`config.mk`:
```
export PLATFORM = sky130hd
export DESIGN_NAME = rotl_iter_unit
export DESIGN_NICKNAME = d
export VERILOG_FILES = /design/src/rtl/rotl_iter_unit.sv
export SDC_FILE = /design/constraint.sdc
export NUM_CORES = 1
export LEC_CHECK = 0
export ABC_AREA = 1
export CAP_MARGIN = 20
export CORE_AREA = 2 2 39 41
export CTS_CLUSTER_DIAMETER = 200
export DETAILED_ROUTE_END_ITERATION = 7
export DIE_AREA = 0 0 41 43
export PLACE_DENSITY = 0.76
export SYNTH_ARGS = -nofsm -noshare
export SYNTH_HDL_FRONTEND = slang
export SYNTH_SLANG_ARGS = --single-unit
```
`constraint.sdc`:
```
create_clock -name clk -period 1.8 [get_ports clk]
set_input_delay 0.54 -clock clk [delete_from_list [all_inputs] [get_ports clk]]
set_output_delay 0.54 -clock clk [all_outputs]
set_load 0.01 [all_outputs]
```
`src/rtl/rotl_iter_unit.sv`:
```
// rotl_iter_unit: iterative left rotator, one bit position per clock.
// Undoes the upstream right barrel rotate where area matters more than
// latency. One word is in flight at a time; the result stays on out_data
// until the consumer takes it.
module rotl_iter_unit #(
    parameter int WIDTH = 4,
    parameter int AMT_W = 2
) (
    input  logic             clk,
    input  logic             rst_n,
    input  logic             in_valid,
    output logic             in_ready,
    input  logic [WIDTH-1:0] in_data,
    input  logic [AMT_W-1:0] in_amt,
    output logic             out_valid,
    input  logic             out_ready,
    output logic [WIDTH-1:0] out_data,
    output logic             busy
);

    typedef enum logic [1:0] {
        IDLE  = 2'd0,
        SHIFT = 2'd1,
        DONE  = 2'd2
    } state_t;

    state_t           state_q, state_d;
    logic [WIDTH-1:0] data_q,  data_d;
    logic [AMT_W-1:0] cnt_q,   cnt_d;

    logic accept;
    logic deliver;

    // Single-position left rotate: MSB wraps into LSB.
    function automatic logic [WIDTH-1:0] rotl1(input logic [WIDTH-1:0] d);
        return {d[WIDTH-2:0], d[WIDTH-1]};
    endfunction

    assign accept  = in_valid  && (state_q == IDLE);
    assign deliver = out_ready && (state_q == DONE);

    // Handshake and status outputs decoded from state; out_data comes
    // straight from the data register, never from in_data.
    always_comb begin
        in_ready  = (state_q == IDLE);
        out_valid = (state_q == DONE);
        busy      = (state_q != IDLE);
        out_data  = data_q;
    end

    // Next-state, data and count logic.
    always_comb begin
        state_d = state_q;
        data_d  = data_q;
        cnt_d   = cnt_q;
        unique case (state_q)
            IDLE: begin
                if (accept) begin
                    data_d = in_data;
                    cnt_d  = in_amt;
                    // A zero amount needs no rotation and goes straight to DONE.
                    state_d = (in_amt == '0) ? DONE : SHIFT;
                end
            end
            SHIFT: begin
                data_d = rotl1(data_q);
                cnt_d  = cnt_q - AMT_W'(1);
                // The cycle with cnt==1 performs the final rotate.
                if (cnt_q == AMT_W'(1)) begin
                    state_d = DONE;
                end
            end
            DONE: begin
                if (deliver) begin
                    state_d = IDLE;
                end
            end
            default: begin
                state_d = IDLE;
            end
        endcase
    end

    // State, data and count registers; reset discards any word in flight.
    always_ff @(posedge clk or negedge rst_n) begin
        if (!rst_n) begin
            state_q <= IDLE;
            data_q  <= '0;
            cnt_q   <= '0;
        end else begin
            state_q <= state_d;
            data_q  <= data_d;
            cnt_q   <= cnt_d;
        end
    end

endmodule

```
==> results of run 1 <==
registers in the layout, summed over array words and instances (netlist names):
| register | cells |
|---|---|
| state_q | 2 |
| cnt_q | 2 |
| out_data | 4 |
cells in the final DEF (no fill, tap or decap):
cell / count
a21oi_1: 1
buf_4: 4
clkbuf_4: 3
clkdlybuf4s50_1: 13
dfrtp_1: 6
dfrtp_2: 2
dlygate4sd2_1: 3
ha_1: 1
inv_1: 4
inv_2: 3
nand2_1: 37
nand2_2: 1
nand2_4: 2
nand3b_1: 1
nor2_1: 2
nor2_2: 1
nor2_4: 1
o21ai_0: 3
o21bai_1: 1
synth_stat cells (all sizes together):
library cell	instances
inv	7
o21ai	3
dfrtp	8
nand3b	1
ha	1
a21oi	1
nand2	40
nor2	4
o21bai	1
per-layer routing:
metal | vias up | wire, um | track usage
met3 | 2 | 85 | 0.0471
met5 | - | 0 | 0
met4 | 0 | 12 | 0.120
met2 | 17 | 509 | 0.225
met1 | 197 | 445 | 0.163
li1 | 246 | - | -
worst paths after layout:
kind,startpoint,endpoint,slack (ns),depth (start not counted)
worst max-delay path,state_q[0],in_ready,0.09,3
min in group asynchronous,rst_n,out_data[2],0.56,1
worst max register to register,state_q[1],state_q[1],0.68,5
worst min register to register,cnt_q[1],cnt_q[1],0.48,2
max in group asynchronous,rst_n,state_q[1],0.95,1
worst min-delay path,cnt_q[1],cnt_q[1],0.48,2
area by class of cell:
class                      instances  area, sq um
clock buffer                       3         22.5
sequential                         8          203
timing repair buffer              20          186
multi-input combinational         51          240
tap                               16         20.0
fill                             144          686
inverter                           7         26.3
kinds of logic after synthesis:
kind of cell / count (synthesis) / share of synthesized area
flip-flops: 8 / 0.429
adder cells (fa/ha/maj): 1 / 0.0268
AND/OR/NAND/NOR: 45 / 0.429
AO/OA/AOI/OAI: 5 / 0.0590
buffers and inverters: 7 / 0.0563
power by group through the flow:
stage / Sequential, mW / Clock, mW / Combinational [mW]
after CTS: 0.348 / 0.146 / 0.707
after detailed placement: 0.362 / 0 / 0.661
final: 0.348 / 0.134 / 0.695
after global placement: 0.357 / 0 / 0.649
after floorplan: 0.370 / 0 / 0.375
after global routing: 0.356 / 0.149 / 0.794
critical path, cell delays in order, from the launching register on:
cell           delay, ns
dfrtp_2             0.43
nor2_4              0.11
buf_4               0.13
dlygate4sd2_1       0.26
what timing repair did:
action | CTS | global route
hold buffers | 0 | 0
endpoints found under the setup margin | 3 | 0
buffers inserted | 3 | 0
gates resized for setup | 5 | 0
==> parameters.txt, run 1 <==
Parameter                              Value

Power and ir drop
  Peak VDD IR    830 uV
  Portion of total power attributed to sequential cells    0.295
  Pwr per Cell Area    1690 nW/um^2
  Portion of total power attributed to combinational logic    0.591
  Leakage power figure    0.378 nW
  Share of total power in the clock network    0.114
  Cell internal pwr    0.678 mW
  Overall power    1.18 mW
  Net switching component of the power    0.499 mW
  Switching share of total power    0.424

Place
  Setup slack at placement    0.0861 ns
  Placed inst area    654 sq um
  Total instance count after detailed placement    99
  Number of port buffers    16
  RD Place Congestion    0.731
  DPL Wire Length    775 um

Layout
  Share of cells above drive strength 1    0.191
  Diodes inserted    0
  Number of standard cells in the final layout excluding fillers    105
  Total number of nets in the final design    102
  Area growth from synthesis to final layout    49.6%
  Cell area after layout    698 sq um
  Post-layout util    0.505

Synthesis
  Largest cells by area after synthesis    dfrtp_1 43%, nand2_1 30%, nand2_4 4.8%, o21ai_0 3.2%, inv_1 3.2%
  Portion of the post-synthesis area used by sequential elements    0.429
  Total of flip-flops plus latches after synthesis    8
  Yosys top cell area share    0.429
  Per-instance average area after synthesis    7.07 sq um
  Yosys warnings    0
  Cell type with the highest aggregate area in the netlist    dfrtp_1
  Count of different cell masters after synthesis    14
  Post-Syn Nets    77
  Cells after synthesis    66
  Area of the mapped netlist    467 sq um

Route
  Detailed-route DRC error count    0
  Detailed-router iteration count before antenna repair    4
  Wire per inst    10.0 um
  Overall via count from detail_route    462
  Via density per instance    4.40
  Violation count after the first detailed-routing iteration    10
  Routed wire length    1050 um
  DRT antenna net count    0

GRT
  Wire length of the first global-routing pass    1680 um
  Overflow after GRT    0
  Maximum number of pins on one net before global-route repair    9
  Antenna violations before repair    0
  Overall track demand over capacity in global routing    0.150
  Via count of the first global-routing pass    414

Worst setup path
  Largest driver fanout on the critical path    3
  Required arrival time at the worst endpoint    1.26 ns
  Setup crit end kind    output pin
  Setup CP Type    reg2out
  Launching element type of the critical path    flip-flop
  Signal arrival time at the worst endpoint    1.17 ns

CTS
  Depth of the CTS H-tree    1
  Worst-path clk slew    0.05 ns
  TritonCTS clock tree    yes
  Clock latency at the later pin of the worst-skew pair    0.25 ns
  Total clock buffers created by CTS    3
  Total number of clock tree sinks    8
  CTS Root Cell    clkbuf_4
  Maximum number of buffers from clock root to sink    2

Timing
  Layout Skew    0.00621 ns
  Crit path setup slack, layout    0.0854 ns
  Maximum clock frequency    0.583 GHz
  Number of pins exceeding their max-slew limit in the final report    0
  Slew at the pin closest to its max-slew limit    0.361 ns
  Final period utilization    0.953
  Period minus WS final    1.71 ns
  Slew margin rel.    0.759
  Worst Hold Slack    0.479 ns
  Finish-stage setup viols    0
  Final hold vios    0
  Unrepaired setup endpoints after global routing    false
  Post-route setup TNS    0 ns

Die
  Count of pins on the block boundary    17
  Initial Utilization    0.337
  Core outline area    1380 sq um
  # rows    14
  Chip width    41 um
  Die Ht    43 um
  Total Die Area    1760 sq um

Status
  Run status    completed

Worst hold path
  Kind of path behind the tightest hold check    reg2reg

Job
  Max capacitance violation total    0
No activity file was read; power rests on OpenSTA's default activity.
==> run 2, diff against run 1 <==
--- a/config.mk
+++ b/config.mk
@@ -9,6 +9,7 @@
 export CAP_MARGIN = 20
 export CORE_AREA = 2 2 39 41
 export CTS_CLUSTER_DIAMETER = 200
+export CTS_CLUSTER_SIZE = 8
 export DETAILED_ROUTE_END_ITERATION = 7
 export DIE_AREA = 0 0 41 43
 export PLACE_DENSITY = 0.76
==> results of run 2 <==
The final DEF is identical to that of run 1; final timing and power are the same.
